**src/rtl/operand_address_sequencer_pkg.sv**
```systemverilog
// Addressing-mode codes, FSM state encodings and bus-select codes
// shared by the operand address sequencer and its index adder.
package operand_address_sequencer_pkg;

  localparam logic [3:0] ADRM_IMPL  = 4'd0;
  localparam logic [3:0] ADRM_IMM   = 4'd1;
  localparam logic [3:0] ADRM_ZPG   = 4'd2;
  localparam logic [3:0] ADRM_ZPG_X = 4'd3;
  localparam logic [3:0] ADRM_ZPG_Y = 4'd4;
  localparam logic [3:0] ADRM_ABS   = 4'd5;
  localparam logic [3:0] ADRM_ABS_X = 4'd6;
  localparam logic [3:0] ADRM_ABS_Y = 4'd7;
  localparam logic [3:0] ADRM_IND_X = 4'd8;
  localparam logic [3:0] ADRM_IND_Y = 4'd9;

  localparam logic [3:0] S_IDLE     = 4'd0;
  localparam logic [3:0] S_OP_LO    = 4'd1;
  localparam logic [3:0] S_OP_HI    = 4'd2;
  localparam logic [3:0] S_CALC     = 4'd3;
  localparam logic [3:0] S_PTR_LO   = 4'd4;
  localparam logic [3:0] S_PTR_HI   = 4'd5;
  localparam logic [3:0] S_PTR_CALC = 4'd6;
  localparam logic [3:0] S_FIX      = 4'd7;
  localparam logic [3:0] S_DONE     = 4'd8;

  localparam logic [1:0] ADSEL_PC  = 2'd0;
  localparam logic [1:0] ADSEL_BUS = 2'd1;

  function automatic logic is_abs(input logic [3:0] m);
    return (m == ADRM_ABS) || (m == ADRM_ABS_X) ||
           (m == ADRM_ABS_Y);
  endfunction

  function automatic logic is_zp(input logic [3:0] m);
    return (m == ADRM_ZPG_X) || (m == ADRM_ZPG_Y) ||
           (m == ADRM_IND_X) || (m == ADRM_IND_Y);
  endfunction

  function automatic logic uses_x(input logic [3:0] m);
    return (m == ADRM_ZPG_X) || (m == ADRM_ABS_X) ||
           (m == ADRM_IND_X);
  endfunction

  function automatic logic uses_y(input logic [3:0] m);
    return (m == ADRM_ZPG_Y) || (m == ADRM_ABS_Y);
  endfunction

endpackage

```
**src/rtl/operand_address_sequencer_ea_index_adder.sv**
```systemverilog
// ea_index_adder: 16-bit base + 8-bit index, optional zero-page wrap.
// Ports: base, idx, zp (wrap in page 0) -> sum, carry (low-byte carry).
module ea_index_adder
  import operand_address_sequencer_pkg::*;
(
  input  logic [15:0] base,
  input  logic [7:0]  idx,
  input  logic        zp,
  output logic [15:0] sum,
  output logic        carry
);

  logic [8:0] lo_sum;

  always_comb begin
    lo_sum = {1'b0, base[7:0]} + {1'b0, idx};
    if (zp) begin
      sum   = {8'h00, lo_sum[7:0]};
      carry = 1'b0;
    end else begin
      sum   = {base[15:8] + {7'd0, lo_sum[8]},
               lo_sum[7:0]};
      carry = lo_sum[8];
    end
  end

endmodule

```
**src/rtl/operand_address_sequencer.sv**
```systemverilog
// Multi-cycle operand fetch / effective-address sequencer.
// In: clk res(async low) rdy start mode data_in index_x index_y.
// Out: address_select bus_addr pc_enable busy ea ea_imm ea_valid
// page_cross err. Macro ADR_INDIRECT_EN builds modes 8/9.
module operand_address_sequencer
  import operand_address_sequencer_pkg::*;
#(
  parameter int ADDR_W       = 16,
  parameter int PAGE_PENALTY = 1
) (
  input  logic              clk,
  input  logic              res,
  input  logic              rdy,
  input  logic              start,
  input  logic [3:0]        mode,
  input  logic [7:0]        data_in,
  input  logic [7:0]        index_x,
  input  logic [7:0]        index_y,
  output logic [1:0]        address_select,
  output logic [ADDR_W-1:0] bus_addr,
  output logic              pc_enable,
  output logic              busy,
  output logic [ADDR_W-1:0] ea,
  output logic              ea_imm,
  output logic              ea_valid,
  output logic              page_cross,
  output logic              err
);

  logic [3:0]  state, nxt;
  logic [3:0]  mode_q, mode_n;
  logic [7:0]  lo, lo_n;
  logic [7:0]  hi, hi_n;
  logic [7:0]  ba_q, ba_n;
  logic [15:0] ea_q, ea_n;
  logic [1:0]  asel_q, asel_n;
  logic        imm_q, imm_n;
  logic        pcr_q, pcr_n;
  logic        pce_q, pce_n;
  logic        busy_q, busy_n;
  logic        vld_q, vld_n;
  logic        err_q, err_n;
`ifdef ADR_INDIRECT_EN
  logic [7:0]  ptr, ptr_n;
`endif

  logic [15:0] add_base, add_sum;
  logic [7:0]  add_idx;
  logic        add_zp, add_c;
  logic        pen;

  ea_index_adder u_add (
    .base  (add_base),
    .idx   (add_idx),
    .zp    (add_zp),
    .sum   (add_sum),
    .carry (add_c)
  );

  assign pen = add_c && (PAGE_PENALTY != 0);

  function automatic logic mode_ok(input logic [3:0] m);
`ifdef ADR_INDIRECT_EN
    return m <= ADRM_IND_Y;
`else
    return m <= ADRM_ABS_Y;
`endif
  endfunction

  always_comb begin
    nxt      = state;
    mode_n   = mode_q;
    lo_n     = lo;
    hi_n     = hi;
    ba_n     = ba_q;
    ea_n     = ea_q;
    imm_n    = imm_q;
    pcr_n    = pcr_q;
    err_n    = 1'b0;
`ifdef ADR_INDIRECT_EN
    ptr_n    = ptr;
`endif
    add_base = {hi, lo};
    add_idx  = 8'h00;
    add_zp   = 1'b0;
    unique case (state)
      S_IDLE: begin
        if (start) begin
          if (mode == ADRM_IMPL) begin
            nxt    = S_DONE;
            mode_n = mode;
            ea_n   = 16'h0000;
            imm_n  = 1'b0;
            pcr_n  = 1'b0;
          end else if (mode_ok(mode)) begin
            nxt    = S_OP_LO;
            mode_n = mode;
          end else begin
            err_n  = 1'b1;
          end
        end
      end
      S_OP_LO: begin
        nxt = is_abs(mode_q) ? S_OP_HI : S_CALC;
      end
      S_OP_HI: begin
        lo_n = data_in;
        nxt  = S_CALC;
      end
      S_CALC: begin
        // second operand byte is the high byte only for absolute modes
        if (is_abs(mode_q)) begin
          hi_n     = data_in;
          add_base = {data_in, lo};
        end else begin
          lo_n     = data_in;
          hi_n     = 8'h00;
          add_base = {8'h00, data_in};
        end
        add_zp = is_zp(mode_q);
        if (uses_x(mode_q)) begin
          add_idx = index_x;
        end else if (uses_y(mode_q)) begin
          add_idx = index_y;
        end
`ifdef ADR_INDIRECT_EN
        if (mode_q == ADRM_IND_X || mode_q == ADRM_IND_Y) begin
          ptr_n = add_sum[7:0];
          ba_n  = add_sum[7:0];
          nxt   = S_PTR_LO;
        end else
`endif
        begin
          ea_n  = add_sum;
          imm_n = (mode_q == ADRM_IMM);
          pcr_n = add_c;
          nxt   = pen ? S_FIX : S_DONE;
        end
      end
`ifdef ADR_INDIRECT_EN
      S_PTR_LO: begin
        // pointer high byte wraps inside page 0
        ba_n = ptr + 8'd1;
        nxt  = S_PTR_HI;
      end
      S_PTR_HI: begin
        lo_n = data_in;
        nxt  = S_PTR_CALC;
      end
      S_PTR_CALC: begin
        hi_n     = data_in;
        add_base = {data_in, lo};
        if (mode_q == ADRM_IND_Y) begin
          add_idx = index_y;
        end
        ea_n  = add_sum;
        imm_n = 1'b0;
        pcr_n = add_c;
        nxt   = pen ? S_FIX : S_DONE;
      end
`endif
      S_FIX: begin
        nxt = S_DONE;
      end
      S_DONE: begin
        nxt = S_IDLE;
      end
      default: begin
        nxt = S_IDLE;
      end
    endcase
    // outputs are registered from the state being entered
    pce_n  = (nxt == S_OP_LO) || (nxt == S_OP_HI);
    asel_n = ((nxt == S_PTR_LO) || (nxt == S_PTR_HI)) ?
             ADSEL_BUS : ADSEL_PC;
    busy_n = (nxt != S_IDLE);
    vld_n  = (nxt == S_DONE);
  end

  always_ff @(posedge clk or negedge res) begin
    if (!res) begin
      state  <= S_IDLE;
      mode_q <= 4'd0;
      lo     <= 8'h00;
      hi     <= 8'h00;
      ba_q   <= 8'h00;
      ea_q   <= 16'h0000;
      asel_q <= ADSEL_PC;
      imm_q  <= 1'b0;
      pcr_q  <= 1'b0;
      pce_q  <= 1'b0;
      busy_q <= 1'b0;
      vld_q  <= 1'b0;
      err_q  <= 1'b0;
`ifdef ADR_INDIRECT_EN
      ptr    <= 8'h00;
`endif
    end else if (rdy) begin
      state  <= nxt;
      mode_q <= mode_n;
      lo     <= lo_n;
      hi     <= hi_n;
      ba_q   <= ba_n;
      ea_q   <= ea_n;
      asel_q <= asel_n;
      imm_q  <= imm_n;
      pcr_q  <= pcr_n;
      pce_q  <= pce_n;
      busy_q <= busy_n;
      vld_q  <= vld_n;
      err_q  <= err_n;
`ifdef ADR_INDIRECT_EN
      ptr    <= ptr_n;
`endif
    end
  end

  // a frozen cycle must never advance the PC
  assign pc_enable      = pce_q & rdy;
  assign address_select = asel_q;
  assign bus_addr       = ADDR_W'(ba_q);
  assign busy           = busy_q;
  assign ea             = ADDR_W'(ea_q);
  assign ea_imm         = imm_q;
  assign ea_valid       = vld_q;
  assign page_cross     = pcr_q;
  assign err            = err_q;

endmodule

```
**config.mk**
```make
export PLATFORM = sky130hd
export DESIGN_NAME = operand_address_sequencer
export DESIGN_NICKNAME = d
export VERILOG_FILES = /design/src/rtl/operand_address_sequencer_pkg.sv /design/src/rtl/operand_address_sequencer_ea_index_adder.sv /design/src/rtl/operand_address_sequencer.sv
export SDC_FILE = /design/constraint.sdc
export NUM_CORES = 1
export LEC_CHECK = 0
export ABC_AREA = 1
export CAP_MARGIN = 20
export CORE_ASPECT_RATIO = 2
export CORE_UTILIZATION = 48
export DETAILED_ROUTE_END_ITERATION = 6
export GPL_TIMING_DRIVEN = 0
export PLACE_DENSITY = 0.73
export SKIP_CTS_REPAIR_TIMING = 1
export SLEW_MARGIN = 20
export SYNTH_ARGS = -nofsm -noshare
export SYNTH_HDL_FRONTEND = slang
export SYNTH_SLANG_ARGS = --single-unit
```
**constraint.sdc**
```tcl
create_clock -name clk -period 4.6 [get_ports clk]
set_clock_uncertainty 0.1 [all_clocks]
set_input_delay 0.46 -clock clk [delete_from_list [all_inputs] [get_ports clk]]
set_output_delay 0.46 -clock clk [all_outputs]
set_load 0.02 [all_outputs]
```
After elaboration in Yosys (flattened, before gate mapping)
Index checks and enable logic that the tools add are counted.
{"block": "totals", "register_bits": 48, "output_inout_bits": 40, "input_bits": 32, "word_cells": 87}
{"block": "op_classes", "n_addsub": 2, "n_mux": 31, "bitwise_logic": 1, "n_eq_ne": 20, "n_reduce_logical": 20, "magnitude_cmp": 1}
{"cell": "$mux W16", "count": 5}
{"cell": "$mux W8", "count": 5}
{"cell": "$pmux W16 S2", "count": 1}
{"cell": "$eq A4 B3 Y1 const B", "count": 7}
{"cell": "$mux W4", "count": 6}
{"cell": "$pmux W4 S5", "count": 1}
{"cell": "$eq A4 B2 Y1 const B", "count": 4}
{"cell": "$pmux W8 S2", "count": 1}
{"cell": "$eq A4 B1 Y1 const B", "count": 3}
{"cell": "$eq A4 B4 Y1 const B", "count": 3}
{"cell": "$logic_or A1 B1 Y1", "count": 10}
{"cell": "$mux W1", "count": 10}
{"cell": "$add A8 B8 Y9", "count": 1}
{"cell": "$add A8 B1 Y8", "count": 1}
{"cell": "$logic_not A4 Y1", "count": 2}
{"cell": "$reduce_and A4 Y1", "count": 2}
{"cell": "$ne A2 B2 Y1 const B", "count": 3}
{"cell": "$reduce_bool A2 Y1", "count": 3}
{"cell": "$le A4 B3 Y1 const B", "count": 1}
{"cell": "$pmux W1 S2", "count": 2}
{"cell": "$reduce_bool A4 Y1", "count": 1}
{"cell": "$reduce_and A3 Y1", "count": 1}
{"cell": "$reduce_and A2 Y1", "count": 1}
{"cell": "$and A1 B1 Y1", "count": 1}

Depth between registers and ports, before layout
{"block": "depth", "depth_word": 12, "mapped_depth": 23, "mapped_depth_nobuf": 23}

Cells and area by module
Synthesis repeated with hierarchy kept, for this count alone.
{"block": "unflattened", "hier_cells": 434, "hier_area_um2": 3195.6}
{"mod": "operand_address_sequencer", "n_inst": 1, "seq_area_each_um2": 1176.1, "cells_each": 335, "area_per_inst_um2": 2641.3}
{"mod": "ea_index_adder", "n_inst": 1, "seq_area_each_um2": 0.0, "cells_each": 99, "area_per_inst_um2": 554.3}

Worst setup path after synthesis
OpenSTA, ideal clock, no wires.
{"block": "synth_path", "kind": "reg2reg", "start": "register mode_q[0]", "end": "register ea_q[14] (netlist: ea[14])", "path_slack_ps": 1321, "arrival_ps": 3062, "n_path_buf": 1, "required_time_ps": 4383, "stages_incl_launch_ff": 22, "period_less_slack_ps": 3279, "path_cell_list": "dfrtp_1 > nor2_4 > nor2_4 > nor2_1 > inv_1 > buf_6 > o21ai_0 > ha_1 > inv_1 > fa_1 > inv_1 > nand3_1 > nand2_1 > nand3_1 > nand3_1 > ha_1 > ha_1 > inv_1 > nor2_2 > nand4_1 > nand3_1 > nand2_1"}
{"block": "synth_between", "elab_chain_len": 9, "word_cells_on_any_way": 25, "classes_between": "add/sub (2); eq/ne (7); mux (8); reduce/logical (8)"}
{"item": "start, declared", "line_no": "operand_address_sequencer.sv:31", "source": "logic [3:0] mode_q, mode_n;"}
{"item": "start signal, assigned", "line_no": "operand_address_sequencer.sv:200", "source": "mode_q <= mode_n;"}
{"item": "$eq A4 B3 Y1 (tied with other cells)", "line_no": "operand_address_sequencer_pkg.sv:35, operand_address_sequencer_pkg.sv:45"}
{"item": "$logic_or A1 B1 Y1 (on tied branches)", "line_no": "operand_address_sequencer_pkg.sv:45, operand_address_sequencer_pkg.sv:30, operand_address_sequencer_pkg.sv:40"}
{"item": "$mux W8 (tied with other cells)", "line_no": "operand_address_sequencer.sv:123", "source": "end else if (uses_y(mode_q)) begin"}
{"item": "$mux W8 / $mux W16 (equally long branches)", "line_no": "operand_address_sequencer.sv:121, operand_address_sequencer.sv:112"}
{"item": "$mux W8 / $mux W16 (equally long branches)", "line_no": "operand_address_sequencer.sv:86", "source": "unique case (state)"}
{"item": "$add A8 B8 Y9", "line_no": "operand_address_sequencer_ea_index_adder.sv:16", "source": "lo_sum = {1'b0, base[7:0]} + {1'b0, idx};"}
{"item": "$add A8 B1 Y8", "line_no": "operand_address_sequencer_ea_index_adder.sv:21", "source": "sum = {base[15:8] + {7'd0, lo_sum[8]},"}
{"item": "$mux W16 *", "line_no": "operand_address_sequencer_ea_index_adder.sv:17", "source": "if (zp) begin"}
{"item": "$pmux W16 S2 *", "line_no": "operand_address_sequencer.sv:86"}
{"item": "end signal, assigned", "line_no": "operand_address_sequencer.sv:204", "source": "ea_q <= ea_n;"}
{"item": "end, declared", "line_no": "operand_address_sequencer.sv:35", "source": "logic [15:0] ea_q, ea_n;"}
Mark *: on every way between the ends. The rest lies on a longest branch, timed or not.
A chain may end at the register's enable or synchronous reset.

Worst setup path after layout
Ends and elaborated chain as after synthesis.

==> flow_summary.ini <==
[floorplanning]
dieArea_um2 = 6940
die_w_um = 59.4
num_io_pins = 72
die_h_um = 117
rows = 41
core_region_area_um2 = 6360
start_util_pct = 49.8

[worst_setup_path]
critical_path.top_delay_family = simple AND/OR/NAND/NOR gates
worstPathCellList = nor2_4 > nor2_4 > nor2_1 > inv_1 > buf_6 > o21ai_0 > ha_1 > inv_1 > fa_1 > inv_1 > nand3_1 > nand2_1 > nand3_1 > nand3_1 > ha_1 > ha_1 > inv_1 > nor2_2 > nand4_1 > nand3_1 > nand2_1
cp.required_ns = 4.68
regToRegSetupSlack_ns = 0.45
critPathCaptureType = flip-flop
r2r-start = mode_q[0]
cp.arrival_ns = 4.23
worstReg2RegEnd = ea[14]
cp.depth = 21
crit_buf_inv = 5
crit_path_end = ea[14]
crit_path_start = mode_q[0]
cp_slowest_stage_delay_ns = 0.44
critPathLaunchType = flip-flop
r2r_cells = 21
worstSetupPathType = reg -> reg
critPathMaxFanout = 10
cp_slowest_cell = dfrtp_1

[power_and_ir_drop]
ir_worst_vdd_mv = 0.345
p_clk_share_pct = 14.3
cell_internal_pwr_uw = 1330
switching_share_pct = 48.1
finalPower_uw = 2550
p_leak_uw = 0.00203
p_per_area_nw_per_um2 = 633
switching_power_uw = 1230
power_frac_seq_pct = 26.7
p_comb_share_pct = 58.9

[global_route]
use_met3_pct = 3.52
antenna_found_initial = 0
first_global_vias = 2967
grt_use_total_pct = 25.6
use_met1_pct = 23.5
grt_max_degree = 31
grt_use_met2_pct = 48.2
busiest_layer = met2
grt_overflow = 0
grt_pass1_wl_um = 13200

[synthesis]
ys_types = 39
netlist.area_leader.share_pct = 37.2
yosysTopAreaCell = dfrtp_1
syn_inst = 425
synthFlopType = dfrtp_1
netlist_area_um2 = 3170
ys_ff_latch = 47
ys_seq_area_share_pct = 37.2
synth.top_cells.by_area = dfrtp_1 37%, nand2_1 15%, o21ai_0 5.8%
ys_async_sr_fraction_pct = 100
postSynthAreaPerCell_um2 = 7.45
synth_edf_count = 0
yosysWarnings = 0

[clock_tree]
cts_tree = yes
clk_pin_slew_ns = 0.07
ctsRootBufferMaster = clkbuf_16
clock_latency_ns = 0.29
cts_max_level = 2
cts_buffers = 5
clock_sinks = 47
clockBufferDepth = 2

[sta]
finalMaxSlewViolations = 0
maxSlewHeadroom_pct = 60.2
grt_setup_unrepaired = false
fin_crit_sh_pct = 90.3
setup_viol = 0
max_freq_mhz = 241
worst_pin_slew_ns = 0.591
tns_ns = 0
fin_hold_ws_ns = -0.00675
report.final.hold_viol_count = 5
period_minus_slack_ns = 4.15

[final_layout]
areaGrowthSynthToFinish_pct = 27.4
diodes = 0
post-route-util_pct = 63.4
nNetsFinal = 546
final_area_um2 = 4030
fillers = 625
final_layout_size_suffix_gt1_share_pct = 12.1

[drt]
ant_nets = 0
first_pass_iters = 4
wl_per_cell_um = 14.0
wl_um = 8250
drc = 0
dr_total_vias = 3003
viasPerCell = 5.09
drt-initial-drc-count = 101

[hold_path]
hp-class = in -> async

[placement]
dpl_cell_area_um2 = 3890
hpwl_um = 6790
port_buffers = 54
gp_congestion = 0.963

[run]
drv_cap = 0

[status]
status = finished with violations
violations = hold timing
[worst reg2reg max path: stages (launching register included)]
cell and delay [ns]:
dfrtp_1 0.44, nor2_4 0.28, nor2_4 0.07, nor2_1 0.21
inv_1 0.17, buf_6 0.17, o21ai_0 0.36, ha_1 0.25
inv_1 0.06, fa_1 0.35, inv_1 0.09, nand3_1 0.07
nand2_1 0.13, nand3_1 0.09, nand3_1 0.16, ha_1 0.26
ha_1 0.17, inv_1 0.06, nor2_2 0.22, nand4_1 0.15
nand3_1 0.13, nand2_1 0.06
[synthesized netlist by cell type, drive strengths merged, types with 2 or more instances]
cell type,n
o21ai,46
inv,49
nor2,32
xor2,2
clkbuf,3
a31oi,2
nand2,135
o211ai,7
or2,2
ha,10
nor3,3
a22o,2
a21oi,16
buf,26
nand3,28
dfrtp,47
nand4,5
[power by group through the flow]
stage	clock [uW]	combinational [uW]	sequential, uW
6_report	365	1500	683
5_1_grt	390	1660	699
2_1_floorplan	0	977	746
4_1_cts	373	1510	680
3_3_place_gp	0	1470	677
3_5_place_dp	0	1500	687
[placed cells by master, fill, tap and decap left out, types with 10 or more instances in the layout]
cell	netlist	final
nor2_1	23	23
conb_1	1	17
dfrtp_1	47	47
o21ai_0	37	37
inv_1	47	47
nand2_1	128	128
ha_1	10	10
buf_4	19	19
clkdlybuf4s50_1	0	53
a21oi_1	16	16
nand3_1	26	26
[registers in the layout, summed over array words and instances, names as in the netlist]
register        count
mode_q              4
pce_q               1
ea_valid            1
hi                  8
ea_imm              1
ea                 16
err                 1
busy                1
page_cross          1
state               4
lo                  8
address_select      1
[layer usage]
layer / vias to the layer above / share of wire, %
li1: 1495 / -
met1: 1380 / 35
met2: 93 / 56
met3: 35 / 3.2
met4: 0 / 6.1
met5: - / 0
[area by class of cell]
class	count	area (um2)	area share, %
Buffer	29	220	5.46
Clock buffer	5	125	3.10
Clock inverter	3	18.8	0.465
Inverter	50	188	4.65
Multi-Input combinational cell	315	1640	40.7
Sequential cell	47	1180	29.2
Tap cell	86	108	2.67
Timing Repair Buffer	55	556	13.8
[cell families after synthesis]
group | count (synthesis) | synth area share, %
buffers and inverters | 79 | 12.9
muxes | 1 | 0.356
other | 1 | 0.118
AOI/OAI and AO/OA | 78 | 13.9
adders and majority gates | 11 | 4.59
DFF | 47 | 37.2
xor gates and xnor gates | 2 | 0.553
and+or+nand+nor | 206 | 30.4
[per-stage QoR]
stage	setup WS (ns)	std cells
6_report	0.447	590
3_3_place_gp	0.596	581
5_1_grt	0.117	590
2_1_floorplan	1.32	441
3_5_place_dp	0.472	582
4_1_cts	0.451	590
[worst min-delay path by stage]
| stage | startpoint | endpoint | slack, ns | cells past startpoint |
|---|---|---|---|---|
| 2_1_floorplan | res | address_select[0] | 0.06 | 0 |
| 3_3_place_gp | ea[0] | ea[0] | 0.36 | 2 |
| 3_5_place_dp | res | ea[12] | 0.32 | 1 |
| 4_1_cts | res | ea[12] | 0.007 | 1 |
| 5_1_grt | res | ea[12] | 0.02 | 1 |
| 6_report | res | ea[12] | -0.007 | 1 |
Power figures use the tool's default switching activity.
